===== src/rtl/instr_fetch.sv =====
// rtl/instr_fetch.sv - instruction fetch unit: PC-addressed memory read into IR, decoded next-PC operands
//
// Purpose: on a one-cycle FetchStart from control, issues a read of the
// instruction word at PC. It holds MemAddr/MemRead stable until MemReady
// arrives or TIMEOUT wait cycles elapse. It then loads IR and pulses
// InstrValid, or raises the sticky FetchErr. The decoded fields feed the PC
// source selection logic.
//
// Ports:
//   CLK, Reset   clock, synchronous active-high reset
//   PC           current program counter (sampled only when a fetch is accepted)
//   FetchStart   one-cycle fetch request (ignored while Busy)
//   MemData      instruction memory read data
//   MemReady     read data valid this cycle (ignored while idle)
//   MemAddr      registered fetch address
//   MemRead      registered read strobe
//   IR           instruction register
//   Opcode       IR[15:12]
//   Imm8         IR[7:0], raw
//   JumpTarget   {page of the PC that fetched IR, IR[11:0]}
//   isBranch     Opcode == BRANCH_OP
//   isJump       Opcode == JUMP_OP
//   InstrValid   one-cycle pulse after IR loads
//   Busy         fetch outstanding
//   FetchErr     sticky timeout flag, cleared by the next accepted fetch

module instr_fetch #(
  parameter int unsigned TIMEOUT   = 15,
  parameter logic [3:0]  BRANCH_OP = 4'hB,
  parameter logic [3:0]  JUMP_OP   = 4'hC
) (
  input  logic        CLK,
  input  logic        Reset,
  input  logic [15:0] PC,
  input  logic        FetchStart,
  input  logic [15:0] MemData,
  input  logic        MemReady,
  output logic [15:0] MemAddr,
  output logic        MemRead,
  output logic [15:0] IR,
  output logic [3:0]  Opcode,
  output logic [7:0]  Imm8,
  output logic [15:0] JumpTarget,
  output logic        isBranch,
  output logic        isJump,
  output logic        InstrValid,
  output logic        Busy,
  output logic        FetchErr
);

  typedef enum logic {IDLE, WAIT} state_t;

  localparam logic [7:0] LAST_COUNT = 8'(TIMEOUT - 1);

  state_t      state, state_nx;
  logic [7:0]  count, count_nx;
  // Only the page bits of the fetch PC are observable (via JumpTarget).
  logic [3:0]  fetch_page, fetch_page_nx;
  // Page captured alongside IR. JumpTarget therefore changes only on the
  // edge IR loads, not when a later fetch starts or times out.
  logic [3:0]  ir_page, ir_page_nx;
  logic [15:0] mem_addr_nx, ir_nx;
  logic        mem_read_nx, instr_valid_nx, fetch_err_nx;

  always_ff @(posedge CLK) begin
    if (Reset) begin
      state      <= IDLE;
      count      <= 8'd0;
      fetch_page <= 4'd0;
      ir_page    <= 4'd0;
      MemAddr    <= 16'd0;
      MemRead    <= 1'b0;
      IR         <= 16'd0;
      InstrValid <= 1'b0;
      FetchErr   <= 1'b0;
    end else begin
      state      <= state_nx;
      count      <= count_nx;
      fetch_page <= fetch_page_nx;
      ir_page    <= ir_page_nx;
      MemAddr    <= mem_addr_nx;
      MemRead    <= mem_read_nx;
      IR         <= ir_nx;
      InstrValid <= instr_valid_nx;
      FetchErr   <= fetch_err_nx;
    end
  end

  always_comb begin
    state_nx       = state;
    count_nx       = count;
    fetch_page_nx  = fetch_page;
    ir_page_nx     = ir_page;
    mem_addr_nx    = MemAddr;
    mem_read_nx    = MemRead;
    ir_nx          = IR;
    instr_valid_nx = 1'b0;
    fetch_err_nx   = FetchErr;
    case (state)
      IDLE: begin
        mem_read_nx = 1'b0;
        if (FetchStart) begin
          mem_addr_nx   = PC;
          fetch_page_nx = PC[15:12];
          mem_read_nx   = 1'b1;
          count_nx      = 8'd0;
          fetch_err_nx  = 1'b0;
          state_nx      = WAIT;
        end
      end
      WAIT: begin
        // Data arriving on the last allowed cycle still wins over the timeout.
        if (MemReady) begin
          ir_nx          = MemData;
          ir_page_nx     = fetch_page;
          mem_read_nx    = 1'b0;
          instr_valid_nx = 1'b1;
          state_nx       = IDLE;
        end else if (count == LAST_COUNT) begin
          mem_read_nx  = 1'b0;
          fetch_err_nx = 1'b1;
          state_nx     = IDLE;
        end else begin
          count_nx = count + 8'd1;
        end
      end
      default: state_nx = IDLE;
    endcase
  end

  assign Busy       = (state == WAIT);
  assign Opcode     = IR[15:12];
  assign Imm8       = IR[7:0];
  assign JumpTarget = {ir_page, IR[11:0]};
  assign isBranch   = (IR[15:12] == BRANCH_OP);
  assign isJump     = (IR[15:12] == JUMP_OP);

endmodule


===== config.mk =====
export PLATFORM = sky130hd
export DESIGN_NAME = instr_fetch
export DESIGN_NICKNAME = d
export VERILOG_FILES = /design/src/rtl/instr_fetch.sv
export SDC_FILE = /design/constraint.sdc
export NUM_CORES = 1
export LEC_CHECK = 0
export ABC_AREA = 1
export BUFFER_PORTS_ARGS = -buffer_cell sky130_fd_sc_hd__buf_4
export CAP_MARGIN = 20
export CORE_MARGIN = 2
export CORE_UTILIZATION = 46
export CTS_CLUSTER_SIZE = 8
export DETAILED_ROUTE_END_ITERATION = 10
export PLACE_DENSITY_LB_ADDON = 0.3
export SYNTH_ARGS = -nofsm -noshare
export SYNTH_HDL_FRONTEND = slang
export SYNTH_SLANG_ARGS = --single-unit

===== constraint.sdc =====
create_clock -name CLK -period 1.7 [get_ports CLK]
set_input_delay 0.34 -clock CLK [delete_from_list [all_inputs] [get_ports CLK]]
set_output_delay 0.34 -clock CLK [all_outputs]
set_load 0.05 [all_outputs]

==> run metrics, run 1 <==
status finished clean; Nets 406; remaining global-route overflow 0; final cell count without fillers about 420; Placed Cells between 400 and 500; leakage roughly 1.4 nW; cell depth of the worst flop-to-flop path 7; Mapped Cells ~290; Initial Utilization between 40% and 50%; Worst Hold Slack about 0.26 ns; Vias roughly 2000; # fillers 407; Final HPWL DP roughly 3800 µm; die span in x roughly 72 µm; TritonRoute pass-1 iters 4; Synth Warn # 0; Hold Crit Start Reset; CP cell instances nand2_1, nor3_2, buf_4; Post-route DRC 0; Worst Hold Path EP count[2]; P&R area growth vs syn 36.08%; Synth top area share a little under half; initial antenna violation count 0; WP data required 1.36 ns; final period utilization 87.32%; Max stage delay on crit path approximately 0.44 ns; Antenna Violating Nets Remaining 0; H-tree depth 2; full die area slightly above 5000 µm²; port bufs approximately 100; Core Box Area 4384 µm²; first-pass GRT wire length about 8500 µm; Multi-input gate area slightly below 900 µm²; Max VDD drop 643.7 µV; drt via density around 4.8; # IOs approximately 100; FF-to-FF Start count[0]; clock tree buffer depth 2; WL final between 5000 and 6000 µm; Reg clk slew, reported paths 0.08 ns; GPL Wtd Cong 0.8449; critical path class reg2out; Pins Over Slew Limit 0; max_slew headroom 75.84%; share of cells above drive strength 1 between 30% and 40%; met2 GRT Util about a third; RR Endpoint count[5]; Final min period about 1.5 ns; endpoints failing hold 0; largest net degree at the start of global routing 23; GRT busiest layer met2; Root Buffer clkbuf_8; Fmax about 670 MHz; Die Ht roughly 70 µm; Crit Path Max Fanout 5; MaxCap Viol Count 0; Hold Crit Depth 2; Synth area leader dfxtp_1; Syn Area/Cell between 7 and 8 µm²; register-to-register setup slack between 0.2 and 0.3 ns; syn_nets 327; crit path DAT 1.14 ns; DRT iter0 DRCs just over 70; Distinct cells, synth 20; Sink Count between 40 and 50; sequential fraction of the synthesis area 45.58%; per-cell routed wire length around 12 µm; Clock Latency Late Sink just under 0.3 ns; met1 Use GR roughly 26%; CP Launch Type register; Hold Path Class in2reg; Final Setup Violations 0; Worst Setup End Kind output pin; # rows 24; area occupied by registers between 900 and 1000 µm²; TritonCTS clock tree built; mapped cell area 2108 µm²; vias in the first global route roughly 1800; Synth area leaders dfxtp_1 (46%), nor2_1 (15%), buf_4 (8.9%); Synth Register Bits between 40 and 50; Global Route Usage Sum between 20% and 30%; skew final ~0.0027 ns; PwrDens roughly 1000 nW/µm²; # hold bufs at CTS 0; Antenna Diode Count 0; RSZ-0062 raised after global routing false; critical path's slowest cell dfxtp_1; cts bufs inserted 5; met3 Use GR 6.048%; Finished Core Util between 60% and 70%; worst-margin pin slew approximately 0.36 ns
==> where the power goes <==
part	internal, mW	total (mW)	switching (mW)
Combinational	0.244	0.768	0.525
Sequential	1.20	1.25	0.0549
Clock	0.437	0.795	0.358
==> logic make-up (layout without fill, tap and decap cells) <==
logic type | count (synthesis) | after routing | synth area share (%)
adder cells (fa/ha/maj) | 2 | 2 | 1.187
AND/OR/NAND/NOR | 140 | 140 | 27.24
AO/OA/AOI/OAI | 47 | 47 | 12.05
buffers and inverters | 52 | 132 | 13.95
flip-flops | 48 | 48 | 45.58
==> through the flow <==
stage          area (µm²)  total power, mW  TNS, ns  worst slack (ns)
6_report             2869            2.815        0            0.2156
5_1_grt              2869            2.948        0            0.1312
4_1_cts              2864            2.841        0            0.1475
3_5_place_dp         2756            2.047        0          0.006998
3_3_place_gp         2756            2.039        0           0.07306
2_1_floorplan        2118            1.825  -0.1637          -0.08789
==> worst max-delay path: cells and delay by family, from the launching register on <==
family | cells | cell delay, ns
flops | 1 | 0.44
simple gates | 2 | 0.20
buf+inv | 1 | 0.22
==> metal layers <==
metal  share of wire [%]  routed length (µm)
met3                  12                 626
met2                  46                2369
met4                0.72                  37
met1                  41                2110
met5                   0                   0
==> synth_stat cells (all sizes together) <==
cell / count
buf: 29
clkbuf: 6
o21ai: 36
nand2: 34
dfxtp: 48
inv: 17
ha: 2
o21bai: 3
nor2: 89
nand3b: 2
nor3: 3
nand3: 12
a21oi: 8
==> timing repair <==
action                                  4_1_cts  5_1_grt
endpoints found under the setup margin        0        1
gates resized for setup                       0        1
buffers inserted                              0        0
==> how the worst max path moves through the flow <==
stage / from / endpoint
after floorplan: IR[15] / isBranch
after global placement: FetchStart / MemAddr[14]
after detailed placement: FetchStart / MemAddr[4]
after CTS: Busy / MemAddr[4]
after global routing: IR[12] / isBranch
final: IR[12] / isBranch
==> area by class of cell <==
type / count / area share, %
clock inverter: 2 / 1.221
sequential: 48 / 33.49
timing repair buffer: 107 / 28.00
multi-input combinational: 189 / 30.27
tap: 52 / 2.268
clock buffer: 6 / 2.529
inverter: 17 / 2.224
==> registers in the layout, summed over array words and instances, names as in the netlist <==
register    cells
Busy            1
FetchErr        1
IR             16
InstrValid      1
MemAddr        15
MemRead         1
count           8
fetch_page      1
ir_page         4
==> cells in the final DEF (no fill, tap or decap) <==
cell type and n:
nor2_1 85, dfxtp_1 48, o21ai_1 10, clkinv_2 1, clkbuf_8 5, nor3_1 1
nand3_2 1, o21bai_4 1, nand2_4 1, nor2_4 1, inv_2 2, ha_1 2
nor2_2 3, a21oi_1 8, o21ai_0 26, nand3b_1 2, bufinv_16 1, buf_4 107
nor3_2 2, clkbuf_1 1, nand3_1 11, nand2_1 33, o21bai_1 2, inv_1 15
Note: power is estimated with default switching activity, not from simulation.
==> run 2, diff against run 1 <==
==> constraint.sdc (replaced) <==
create_clock -name CLK -period 1.7 [get_ports CLK]
set_input_delay 0.085 -clock CLK [delete_from_list [all_inputs] [get_ports CLK]]
set_output_delay 0.085 -clock CLK [all_outputs]
set_load 0.05 [all_outputs]
==> run metrics, run 2 (synthesis gave the netlist of run 1 again) <==
drt via density 4.794 (-0.23%); full die area 5141 µm² (unchanged); Core Box Area 4384 µm² (unchanged); GRT busiest layer met2; Largest delay share family, worst path simple AND/OR/NAND/NOR gates; Multi-input gate area 868.3 µm² (unchanged); clock tree buffer depth 2 (unchanged); status finished clean; critical path class reg2reg; setup TNS 0 ns (unchanged); Antenna Violating Nets Remaining 0 (unchanged); DP Area 2749 µm² (-0.27%); per-cell routed wire length 12.39 µm (+1.4%); final cell count without fillers 428 (+1.7%); CP cell instances inv_1, ha_1, nand3_2, o21bai_4, nand2_4, nor2_1, nor2_2; Reg clk slew, reported paths 0.10 ns (+0.02 ns); # IOs 102 (unchanged); Worst Hold Slack 0.007693 ns (-0.2546 ns); WP depth 7 (+4); skew final 0.008438 ns (+0.005739 ns); cell depth of the worst flop-to-flop path 7 (unchanged); CP Launch Type register; Nets 413 (+1.7%); Crit Path Max Fanout 9 (+4); Global Route Usage Sum 20.55% (+0.18 points); Hold Path Class in2reg; share of cells above drive strength 1 33.24% (-0.63 points); final period utilization 86.09% (-1.2 points); P&R area growth vs syn 39.88%; critical path's slowest cell dfxtp_1; initial antenna violation count 0 (unchanged); TritonCTS clock tree built; DRT iter0 DRCs 111 (+54%); # rows 24 (unchanged); MaxCap Viol Count 0 (unchanged); Pins Over Slew Limit 0 (unchanged); cts bufs inserted 5 (unchanged); # fillers 395 (-2.9%); remaining global-route overflow 0 (unchanged); WP data required 1.90 ns (+0.54 ns); met1 Use GR 25.83% (+0.18 points); Die Ht 71.70 µm (unchanged); Post-CTS Setup Inserts 0 (unchanged); Finished Core Util 67.27% (+1.8 points); RSZ-0062 raised after global routing false; Vias 2052 (+1.4%); GPL Wtd Cong 0.8365 (-0.99%); Worst Setup End Kind register; max reg flops 16 (unchanged); Final Setup Violations 0 (unchanged); max_slew headroom 75.88% (about the same); most frequent cells in the layout buf_4 (106), nor2_1 (85), dfxtp_1 (48); Final min period 1.464 ns (-0.02081 ns); PwrDens 978.5 nW/µm² (-0.26%); leakage 1.423 nW (+2.1%); Reg with most FFs IR; port bufs 101 (unchanged); Fmax 683.3 MHz (+1.4%); Sink Count 48 (unchanged); Placed Cells 412 (-0.24%); most common cell after layout, fill and taps aside buf_4; H-tree depth 2 (unchanged); met3 Use GR 6.470% (+0.42 points); Max VDD drop 580.5 µV (-9.8%); vias in the first global route 1849 (+1.0%); first-pass GRT wire length 8445 µm (-0.33%); TritonRoute pass-1 iters 4 (unchanged); Post-route DRC 0 (unchanged); die span in x 71.70 µm (unchanged); met2 GRT Util 34.67% (+0.10 points); Worst Path Buf+Inv 1 (unchanged); crit path DAT 1.66 ns (+0.52 ns); area occupied by registers 960.9 µm² (unchanged); worst-margin pin slew 0.3618 ns (-0.00006819 ns); post-route cell area 2949 µm² (+2.8%); Initial Utilization 48.09% (unchanged); Root Buffer clkbuf_8; endpoints failing hold 0 (unchanged); WL final 5305 µm (+3.1%); Max stage delay on crit path 0.35 ns (-0.09 ns); largest net degree at the start of global routing 43 (+87%); Hold Crit Depth 3 (+1); Clock Latency Late Sink 0.30 ns (about the same); Antenna Diode Count 0 (unchanged); Top Registers IR x16, MemAddr x15, count x8; Final HPWL DP 3688 µm (-2.9%)
[run 2: cell count changes in the layout (fill, tap and decap cells not counted), sizes merged]
cell         delta
inv             +1
clkinvlp        +1
clkbuf          -1
clkinv          -1
buf             -1
dlygate4sd3     +8
[run 2: repair_timing]
action / CTS / global route
resized for setup: 0 / 1
endpoints found under the hold margin: 9 / 3
hold buffers: 5 / 3
setup endpoints to repair: 0 / 14
[run 2: stage by stage]
stage,setup WS (ns),power (mW)
2_1_floorplan,0.1666,1.825
5_1_grt,0.1077,3.012
4_1_cts,0.1700,2.892
3_3_place_gp,0.1921,2.037
3_5_place_dp,0.1868,2.045
6_report,0.2364,2.886
[run 2: worst paths after layout]
path                            startpoint          to  slack [ns]
worst min-delay path                 PC[0]  MemAddr[0]       0.008
worst max register to register    count[0]    count[5]        0.24
worst min register to register  ir_page[3]  ir_page[3]        0.49
worst max-delay path              count[0]    count[5]        0.24
[run 2: cell type report]
| class | instances | area share, % |
|---|---|---|
| flip-flops and latches | 48 | 32.58 |
| repair buffers | 114 | 29.70 |
| multi-input cells | 189 | 29.44 |
| clock buffers | 5 | 2.333 |
| well taps | 52 | 2.206 |
| inverters | 17 | 2.164 |
| clock inverters | 3 | 1.570 |
[run 2: power by group]
part           switching [mW]  total (mW)  internal, mW  leakage, nW
clock network           0.406       0.850         0.444       0.0548
registers              0.0565        1.25          1.20        0.394
logic                   0.529       0.783         0.254        0.974
[run 2: metal layers]
layer / vias to the layer above / part of all wire, %
li1: 1054 / -
met2: 80 / 48
met1: 913 / 42
met5: - / 0
met4: 0 / 0.77
met3: 5 / 9.1
[run 2: worst register-to-register path, cell delays in order, from the launching register on]
cell      delay, ns
dfxtp_1        0.35
inv_1          0.10
ha_1           0.17
nand3_2        0.10
o21bai_4       0.31
nand2_4        0.14
nor2_1         0.14
nor2_2         0.05
==> run 3, diff against run 2 <==
--- a/config.mk
+++ b/config.mk
@@ -12,7 +12,10 @@
 export CORE_UTILIZATION = 46
 export CTS_CLUSTER_SIZE = 8
 export DETAILED_ROUTE_END_ITERATION = 10
+export MAX_ROUTING_LAYER = met4
 export PLACE_DENSITY_LB_ADDON = 0.3
+export RECOVER_POWER = 100
+export SETUP_SLACK_MARGIN = 0.2
 export SYNTH_ARGS = -nofsm -noshare
 export SYNTH_HDL_FRONTEND = slang
 export SYNTH_SLANG_ARGS = --single-unit
==> run metrics, run 3 (synthesis gave the netlist of run 1 again) <==
final cell count without fillers 421 (-1.6%); max reg flops 16 (unchanged); Final HPWL DP 3798 µm (+3.0%); CP Launch Type register; Top Registers IR x16, MemAddr x15, count x8; first-pass GRT wire length 8114 µm (-3.9%); initial antenna violation count 0 (unchanged); P&R area growth vs syn 23.86%; share of cells above drive strength 1 15.72% (-18 points); Antenna Violating Nets Remaining 0 (unchanged); setup TNS 0 ns (unchanged); H-tree depth 2 (unchanged); Root Buffer clkbuf_8; RSZ-0062 raised after global routing false; Vias 2062 (+0.49%); Post-route DRC 0 (unchanged); TritonRoute pass-1 iters 4 (unchanged); Reg clk slew, reported paths 0.08 ns (-0.02 ns); clock tree buffer depth 2 (unchanged); Reg with most FFs IR; WP data required 1.62 ns (-0.28 ns); die span in x 71.70 µm (unchanged); Antenna Diode Count 0 (unchanged); skew final 0.001976 ns (-0.006462 ns); Sink Count 48 (unchanged); endpoints failing hold 0 (unchanged); largest net degree at the start of global routing 31 (-28%); port bufs 101 (unchanged); most frequent cells in the layout nor2_1 (85), clkbuf_1 (66), dfxtp_1 (48); Crit Path Max Fanout 5 (-4); post-route worst setup slack 0.2464 ns (+0.01001 ns); remaining global-route overflow 0 (unchanged); # IOs 102 (unchanged); TritonCTS clock tree built; Clock Latency Late Sink 0.29 ns (about the same); Pins Over Slew Limit 0 (unchanged); Hold Path Class in2reg; status finished clean; # rows 24 (unchanged); full die area 5141 µm² (unchanged); GPL Wtd Cong 0.8325 (-0.48%); crit path DAT 1.37 ns (-0.29 ns); leakage 1.118 nW (-21%); Nets 407 (-1.5%); drt via density 4.898 (+2.2%); max_slew headroom 57.21% (-19 points); Final min period 1.454 ns (-0.01001 ns); Core Box Area 4384 µm² (unchanged); most common cell after layout, fill and taps aside nor2_1; Placed Cells 411 (-0.24%); DRT iter0 DRCs 107 (-3.6%); Fmax 688.0 MHz (+0.69%); per-cell routed wire length 12.77 µm (+3.1%); final period utilization 85.50% (-0.59 points); MaxCap Viol Count 0 (unchanged); WL final 5378 µm (+1.4%); Final Setup Violations 0 (unchanged); Worst Setup End Kind output pin; critical path class reg2out; Initial Utilization 48.09% (unchanged); Die Ht 71.70 µm (unchanged); cts bufs inserted 5 (unchanged); PwrDens 982.0 nW/µm² (+0.36%); worst-margin pin slew 0.6445 ns (+0.2827 ns); Global Route Usage Sum 20.55% (about the same); Max VDD drop 717.5 µV (+24%); vias in the first global route 1762 (-4.7%); Setup Slack @ Placement 0.01685 ns (-0.1699 ns)
[run 3: changes by cell type in the layout (fill, tap and decap cells not counted), sizes merged]
cell         before  now
dlygate4sd3       8    1
o21bai            3    4
clkinvlp          1    0
buf             106   39
inv              18   17
clkinv            0    1
clkbuf            5   73
bufinv            1    0
[run 3: final cells by class]
type	count	area (µm²)
fill	497	1773
inverter	17	63.81
clock inverter	1	5.005
clock buffer	6	72.57
timing repair buffer	107	569.3
tap	52	65.06
multi-input combinational	190	874.6
sequential	48	960.9
[run 3: path summary, 6_finish.rpt]
| check | startpoint | end | slack (ns) | cells past startpoint |
|---|---|---|---|---|
| max | IR[14] | isJump | 0.25 | 3 |
| min | PC[1] | MemAddr[1] | 0.02 | 3 |
| max reg2reg | count[0] | count[5] | 0.25 | 7 |
| min reg2reg | FetchErr | FetchErr | 0.48 | 2 |
[run 3: report_power, final]
part / leakage, nW / switching, mW / total [mW] / internal [mW]
combinational: 0.683 / 0.531 / 0.693 / 0.162
sequential: 0.394 / 0.0529 / 1.25 / 1.20
clock: 0.0410 / 0.342 / 0.622 / 0.280
[run 3: stage by stage]
stage	instance area, µm²	hold WS [ns]	power [mW]	utilization (%)
3_3_place_gp	2755	0.3076	2.039	62.84
5_1_grt	2611	0.01159	2.691	59.56
6_report	2611	0.01624	2.564	59.56
3_5_place_dp	2755	0.3087	2.050	62.84
4_1_cts	2848	0.009619	2.671	64.95
2_1_floorplan	2120	0.1541	1.825	-
[run 3: worst max-delay path, cell delays in order (launching register included)]
cell	delay (ns)
dfxtp_1	0.42
nand2_1	0.09
nor3_2	0.09
clkbuf_1	0.48
[run 3: timing repair]
item,4_1_cts,5_1_grt
cloned,0,1
hold buffers,1,0
setup endpoints to repair,26,9
gates resized for setup,1,2
hold endpoints to repair,1,0
buffers inserted,0,1
pin swaps,0,1
[run 3: per-layer routing]
metal  global-route usage, %  vias up  wire (µm)
met5                       -        -          0
met4                   5.031        0         72
met3                   5.626        8        633
met2                   35.60       97       2576
met1                   23.56      914       2096
li1                        -     1043          -
